**src/rtl/onoff_cmd_gen.sv**
```systemverilog
// Two-button command front end: synchronise, debounce and edge-detect btn_on/btn_off
// into single-cycle j/k requests, with "off" taking priority over "on".
module onoff_cmd_gen #(
    parameter int DEBOUNCE_CYCLES = 4,
    parameter int CNT_W           = 8
) (
    input  logic clk,
    input  logic rst,
    input  logic btn_on,
    input  logic btn_off,
    output logic j,
    output logic k,
    output logic on_stable,
    output logic off_stable
);

    localparam logic [1:0] IDLE    = 2'd0;
    localparam logic [1:0] ARM_PRS = 2'd1;
    localparam logic [1:0] PRESSED = 2'd2;
    localparam logic [1:0] ARM_REL = 2'd3;

    localparam logic [CNT_W-1:0] CNT_MAX = CNT_W'(DEBOUNCE_CYCLES);
    localparam logic [CNT_W-1:0] CNT_ONE = CNT_W'(1);

    // Bit 0 carries the "on" button, bit 1 the "off" button.
    logic [1:0] raw;
    logic [1:0] meta;
    logic [1:0] sync;
    logic [1:0] press;
    logic [1:0] held_nxt;
    logic       off_held;

    assign raw = {btn_off, btn_on};

    always_ff @(posedge clk or negedge rst) begin
        if (!rst) begin
            meta <= '0;
            sync <= '0;
        end else begin
            meta <= raw;
            sync <= meta;
        end
    end

    for (genvar b = 0; b < 2; b++) begin : g_btn
        logic [1:0]       state;
        logic [1:0]       state_nxt;
        logic [CNT_W-1:0] cnt;
        logic [CNT_W-1:0] cnt_nxt;
        logic             evt;

        always_comb begin
            // NOTE: every output of this block gets a default first, so no latch is inferred.
            state_nxt = state;
            cnt_nxt   = cnt;
            evt       = 1'b0;
            case (state)
                IDLE: begin
                    if (sync[b]) begin
                        state_nxt = ARM_PRS;
                        cnt_nxt   = CNT_ONE;
                    end
                end
                ARM_PRS: begin
                    if (!sync[b]) begin
                        state_nxt = IDLE;
                        cnt_nxt   = '0;
                    end else if (cnt == CNT_MAX) begin
                        state_nxt = PRESSED;
                        cnt_nxt   = '0;
                        evt       = 1'b1;
                    end else begin
                        cnt_nxt = cnt + CNT_ONE;
                    end
                end
                PRESSED: begin
                    if (!sync[b]) begin
                        state_nxt = ARM_REL;
                        cnt_nxt   = CNT_ONE;
                    end
                end
                ARM_REL: begin
                    if (sync[b]) begin
                        state_nxt = PRESSED;
                        cnt_nxt   = '0;
                    end else if (cnt == CNT_MAX) begin
                        state_nxt = IDLE;
                        cnt_nxt   = '0;
                    end else begin
                        cnt_nxt = cnt + CNT_ONE;
                    end
                end
                default: begin
                    state_nxt = IDLE;
                    cnt_nxt   = '0;
                end
            endcase
        end

        // NOTE: sequential state uses non-blocking assignments only.
        always_ff @(posedge clk or negedge rst) begin
            if (!rst) begin
                state <= IDLE;
                cnt   <= '0;
            end else begin
                state <= state_nxt;
                cnt   <= cnt_nxt;
            end
        end

        assign press[b]    = evt;
        assign held_nxt[b] = (state_nxt == PRESSED) || (state_nxt == ARM_REL);
    end

    // An "on" press is dropped while "off" is held or accepted on the same edge.
    assign off_held = (g_btn[1].state == PRESSED) || (g_btn[1].state == ARM_REL);

    always_ff @(posedge clk or negedge rst) begin
        if (!rst) begin
            j          <= 1'b0;
            k          <= 1'b0;
            on_stable  <= 1'b0;
            off_stable <= 1'b0;
        end else begin
            j          <= press[0] & ~press[1] & ~off_held;
            k          <= press[1];
            on_stable  <= held_nxt[0];
            off_stable <= held_nxt[1];
        end
    end

endmodule

```
**config.mk**
```make
export PLATFORM = sky130hd
export DESIGN_NAME = onoff_cmd_gen
export DESIGN_NICKNAME = d
export VERILOG_FILES = /design/src/rtl/onoff_cmd_gen.sv
export SDC_FILE = /design/constraint.sdc
export NUM_CORES = 1
export LEC_CHECK = 0
export CAP_MARGIN = 10
export CELL_PAD_IN_SITES_DETAIL_PLACEMENT = 1
export CELL_PAD_IN_SITES_GLOBAL_PLACEMENT = 1
export CORE_UTILIZATION = 52
export CTS_BUF_LIST = sky130_fd_sc_hd__clkbuf_8
export DETAILED_ROUTE_END_ITERATION = 16
export HOLD_SLACK_MARGIN = 0.02
export MAX_ROUTING_LAYER = met4
export PLACE_DENSITY = 0.84
export SLEW_MARGIN = 0
export SYNTH_ARGS = -nofsm -noshare
export SYNTH_HDL_FRONTEND = slang
export SYNTH_SLANG_ARGS = --single-unit
```
**constraint.sdc**
```tcl
create_clock -name clk -period 2.9 [get_ports clk]
set_input_delay 0.58 -clock clk [delete_from_list [all_inputs] [get_ports clk]]
set_output_delay 0.58 -clock clk [all_outputs]
set_load 0.05 [all_outputs]
```
==> flow_metrics.tcl, run 1 <==
set metrics [dict create \
    fin_util 0.638 \
    dr_total_vias 944 \
    hold_violations 0 \
    dieArea_sq_um 2770 \
    antenna_cells 0 \
    relSlewSlack 0.629 \
    dieWidth_um 52.6 \
    synthMuxAreaShare 0.0404 \
    clockBufferDepth 2 \
    end_kind "output pin" \
    antenna_found_initial 0 \
    numClockSinks 27 \
    clk_pin_slew_ps 90 \
    dp_hpwl_um 1920 \
    min_path_type "register to register" \
    cts_resized 0 \
    fmax_ghz 0.474 \
    htree_levels 1 \
    worstMarginPinSlew_ps 552 \
    drive_above_1_share 0.0923 \
    powerDensity_nw_per_um2 762 \
    synth_cells 121 \
    crit_slowest_cell "clkdlybuf4s50_1" \
    cts_made_buffers 3 \
    synth_top_family_by_area "simple AND/OR/NAND/NOR gates" \
    path_max_fanout 5 \
    fin_crit_sh 0.727 \
    clock_latency_ps 270 \
    grt_pass1_vias 968 \
    layout_commonest_cell "dfrtp_1" \
    layout_setup_ws_ps 792 \
    synthXorXnorAreaFrac 0.0263 \
    power_mw 1.13 \
    r2r_slack_ps 1020 \
    crit_cells 1 \
    ys_seq_area_frac 0.508 \
    synth-compound-area-share 0.159 \
    seq_area_sq_um 676 \
    die_h_um 52.6 \
    hold_path_end "sync[1]" \
    ys_top_cells_by_area "dfrtp_1 (51%), a22o_1 (3.9%), ha_1 (3.8%)" \
    root_buffer "clkbuf_8" \
    leakage_nw 0.672 \
    dr.pass1.iters 4 \
    grt_max_degree 28 \
    setup_viol 0 \
    synth.net_count 129 \
    synthToLayoutAreaGrowth_pct 11.1 \
    drv_slew 0 \
    overflow 0 \
    crit_type "register to output pin" \
    period_needed_ps 2110 \
    drc_errors 0 \
    tritoncts "done" \
    place_area_sq_um 1430 \
    mappedNetlistArea_sq_um 1330 \
    start_kind "register" \
    whs_path_depth 0 \
    synthSimpleGateAreaFrac 0.194 \
    fin_skew_ps 2.22 \
    fin_tns_setup_ps 0 \
    nets 139 \
    core_area_sq_um 2320 \
    initial_utilization 0.574 \
    wl_um 2650 \
    netlist.area_leader.share 0.508 \
    synthAdderAreaFrac 0.0376 \
    synth_cell_types 36 \
    holdBufCountCts 0 \
    gp_congestion 0.744 \
    postRouteAntennaNets 0 \
    grt_pass1_wl_um 4420 \
    fin_area_sq_um 1480 \
    hold_start "meta[1]" \
    critPathTopFamily "buffers and inverters" \
    yosys_warnings 0 \
    crit_path_cell_trace "clkdlybuf4s50_1" \
    rsz0062_at_grt "no" \
    n_fill_cell 254 \
    r2r_cells 6 \
    track_usage 0.225 \
    ys_ff_latch 27 \
    dp_slack_ps 1050 \
    cts_setup_buffers 0 \
    yosys.area.top_type "dfrtp_1" \
    vdd_ir_drop_max_uv 511 \
    wl_per_cell_um 16.8 \
    drv_cap 0 \
    drtIter0Drc 8 \
    slowest_delay_ps 830 \
    pin_count 8 \
    status "completed" \
    crit_arrival_ps 1530 \
    multi_input_area_sq_um 608 \
    path_buf_inv 1 \
    postSynthAreaPerCell_sq_um 11.0 \
    portBuffers 7 \
    rows 17 \
    r2r_end "g_btn[0].cnt[5]" \
    viasPerCell 5.97 \
    final_cell_mix "dfrtp_1 (27), nand3_1 (10), nand2_1 (10)" \
    reg2reg_from "g_btn[0].cnt[0]" \
    crit_required_ps 2320 \
]
[where the power goes]
part	total [mW]	internal, mW	switching (mW)
clock	0.208	0.0948	0.114
combinational	0.412	0.169	0.243
sequential	0.507	0.436	0.0714
total	1.13	0.700	0.428
[metrics by stage]
step | hold WS (ps) | instances
2_1_floorplan | 284 | 121
3_3_place_gp | 339 | 154
3_5_place_dp | 344 | 154
4_1_cts | 364 | 158
5_1_grt | 365 | 158
6_report | 362 | 158
[worst max path at each step]
stage,start,end,slack (ps)
floorplan,g_btn[1].state[1],g_btn[1].cnt[2],1210
global placement,g_btn[1].state[1],off_stable,1110
detailed placement,g_btn[0].cnt[0],g_btn[0].cnt[5],1050
CTS,g_btn[1].state[1],off_stable,790
global route,g_btn[1].state[1],off_stable,730
finish,g_btn[1].state[1],off_stable,790
[synth_stat cells]
| cell type | count |
|---|---|
| nand3_1 | 10 |
| nor4bb_1 | 1 |
| dfrtp_1 | 27 |
| o2111a_1 | 1 |
| a21oi_1 | 6 |
| xnor2_1 | 4 |
| nand4_1 | 1 |
| nand2_1 | 10 |
| buf_2 | 2 |
| or3b_1 | 1 |
| nor2_1 | 5 |
| a211oi_1 | 1 |
| nor3b_1 | 1 |
| a21o_1 | 2 |
| a221o_1 | 2 |
| a311oi_4 | 1 |
| a41oi_1 | 1 |
| nor3_1 | 2 |
| a21oi_2 | 1 |
| a31oi_1 | 1 |
| ha_1 | 4 |
| and2_1 | 2 |
| mux2_2 | 3 |
| mux2i_1 | 2 |
| and3_1 | 3 |
| a22o_1 | 6 |
| o21ai_0 | 2 |
| and4_1 | 2 |
| nor4b_1 | 1 |
| nor2b_1 | 2 |
| inv_1 | 8 |
| o21a_1 | 1 |
| nor4b_2 | 1 |
| nor4b_4 | 1 |
| clkbuf_1 | 2 |
| o31ai_1 | 1 |
[cell type report]
class | count | share of cell area
sequential | 27 | 0.457
multi-input combinational | 82 | 0.411
timing repair buffer | 9 | 0.0575
clock buffer | 3 | 0.0279
tap | 28 | 0.0237
inverter | 8 | 0.0203
clock inverter | 1 | 0.00254
[flip-flops by register name (all words and copies together), names as in the netlist]
signal and count:
g_btn.state 4, meta 2, k 1, sync 2, g_btn.cnt 16, j 1, on_stable 1
[kinds of logic after synthesis]
logic type               after synthesis
adder cells (fa/ha/maj)                4
AND/OR/NAND/NOR                       43
multiplexers                           5
XOR/XNOR                               4
flip-flops                            27
AO/OA/AOI/OAI                         26
buffers and inverters                 12
[per-layer routing]
metal | track usage | part of all wire | vias up
li1 | - | - | 453
met1 | 0.292 | 0.49 | 477
met2 | 0.359 | 0.48 | 10
met3 | 0.0406 | 0.024 | 4
met4 | 0.0702 | 0.0060 | 0
met5 | - | 0 | -
Power figures use the tool's default switching activity.
==> run 2, diff against run 1 <==
CORE_UTILIZATION = 48   (was 52)
PLACE_DENSITY = 0.78   (was 0.84)
clock period = 1.95 ns   (was 2.9 ns; I/O delays follow)
==> flow_metrics.tcl, run 2 (synthesis gave the netlist of run 1 again) <==
set metrics [dict create \
    crit_slowest_cell "clkdlybuf4s50_1" \
    fin_crit_sh 0.927 \
    crit_type "register to output pin" \
    min_path_type "register to register" \
    start_kind "register" \
    grt_pass1_vias 957 \
    p_seq_frac 0.443 \
    leakage_nw 0.682 \
    reg2reg_from "g_btn[0].cnt[0]" \
    nets 140 \
    antenna_found_initial 0 \
    clockBufferDepth 2 \
    reg.largest.list "g_btn.cnt (16), g_btn.state (4)" \
    relSlewSlack 0.622 \
    fmax_ghz 0.553 \
    slowest_delay_ps 800 \
    numClockSinks 27 \
    track_usage 0.225 \
    cts_made_buffers 3 \
    r2r_end "g_btn[0].cnt[4]" \
    path_buf_inv 1 \
    swShare 0.376 \
    dp_hpwl_um 2000 \
    core_area_sq_um 2540 \
    layout_commonest_cell "dfrtp_1" \
    grt_pass1_wl_um 4510 \
    clk_pin_slew_ps 90 \
    viasPerCell 5.96 \
    vdd_ir_drop_max_uv 874 \
    r2r_cells 6 \
    comb_power_share 0.370 \
    portBuffers 7 \
    crit_required_ps 1560 \
    htree_levels 1 \
    postRouteAntennaNets 0 \
    path_max_fanout 1 \
    gp_congestion 0.760 \
    antenna_cells 0 \
    p_sw_mw 0.636 \
    fin_skew_ps 4.17 \
    dieArea_sq_um 2990 \
    final_cell_mix "dfrtp_1 (27), nand3_1 (10), nand2_1 (10)" \
    period_needed_ps 1810 \
    setup_viol 0 \
    crit_path_cell_trace "clkdlybuf4s50_1" \
    powerDensity_nw_per_um2 1130 \
    power_mw 1.69 \
    synthToLayoutAreaGrowth_pct 12.5 \
    drc_errors 0 \
    drtIter0Drc 10 \
    crit_arrival_ps 1420 \
    fin_tns_setup_ps 0 \
    r2r_slack_ps 170 \
    crit_cells 1 \
    drv_cap 0 \
    largest_reg_flops 16 \
    dr.pass1.iters 4 \
    die_h_um 54.7 \
    grt_max_degree 28 \
    root_buffer "clkbuf_8" \
    initial_utilization 0.523 \
    clock_latency_ps 270 \
    tritoncts "done" \
    dieWidth_um 54.7 \
    crit_path_start "on_stable" \
    worstMarginPinSlew_ps 562 \
    end_kind "output pin" \
    p_int_mw 1.06 \
    n_fill_cell 271 \
    pin_count 8 \
    crit_end "on_stable" \
    overflow 0 \
    hold_violations 0 \
    wl_per_cell_um 17.0 \
    drive_above_1_share 0.130 \
    rsz0062_at_grt "no" \
    status "completed" \
    top_register "g_btn.cnt" \
    dr_total_vias 960 \
    drv_slew 0 \
    holdBufCountCts 0 \
    p_clk_frac 0.187 \
    rows 18 \
    critPathTopFamily "buffers and inverters" \
    wl_um 2730 \
]
[run 2: cell types whose count changed in the layout (fill, tap and decap cells not counted)]
| cell | previous run | this run |
|---|---|---|
| buf_4 | 2 | 4 |
| a211oi_1 | 1 | 0 |
| a211oi_2 | 0 | 1 |
| clkdlybuf4s50_1 | 7 | 6 |
| clkinv_2 | 0 | 1 |
| inv_1 | 9 | 8 |
| nor3b_1 | 1 | 0 |
| nor3b_2 | 0 | 1 |
[run 2: per-layer routing]
| layer | vias up | GRT usage | wire length, um |
|---|---|---|---|
| li1 | 460 | - | - |
| met1 | 484 | 0.308 | 1330 |
| met2 | 12 | 0.333 | 1300 |
| met3 | 4 | 0.0333 | 64 |
| met4 | 0 | 0.0897 | 32 |
| met5 | - | - | 0 |
[run 2: repair_timing]
| item | in CTS | in global routing |
|---|---|---|
| resized for setup | 0 | 2 |
| buffers inserted | 0 | 0 |
| setup endpoints to repair | 0 | 4 |
[run 2: stage by stage]
stage               cells  setup slack [ps]  area (sq um)  hold WS (ps)  utilization
detailed placement    157              79.2          1440           342        0.566
floorplan             121               256          1330          94.4            -
CTS                   161              14.8          1490           373        0.585
global route          161              70.3          1500           376        0.588
finish                161               142          1500           367        0.588
global placement      157               128          1440           338        0.566
[run 2: how the worst min path moves through the flow]
| stage | cells after the start | from | endpoint |
|---|---|---|---|
| floorplan | 0 | rst | g_btn[0].cnt[0] |
| global placement | 0 | meta[0] | sync[0] |
| detailed placement | 0 | meta[1] | sync[1] |
| CTS | 0 | meta[1] | sync[1] |
| global route | 0 | meta[1] | sync[1] |
| finish | 0 | meta[1] | sync[1] |
[run 2: area by class of cell]
cell class                 count  area (sq um)  area share
clock buffer                   3          41.3      0.0276
clock inverter                 1          5.00     0.00334
inverter                       8          30.0      0.0201
multi-input combinational     82           618       0.413
sequential                    27           676       0.451
tap                           30          37.5      0.0251
timing repair buffer          10          90.1      0.0602
[run 2: power groups by stage]
stage,clock network [mW],registers (mW),logic (mW)
finish,0.316,0.750,0.626
global route,0.347,0.769,0.698
CTS,0.328,0.752,0.626
detailed placement,0,0.763,0.619
global placement,0,0.750,0.584
floorplan,0,0.785,0.409
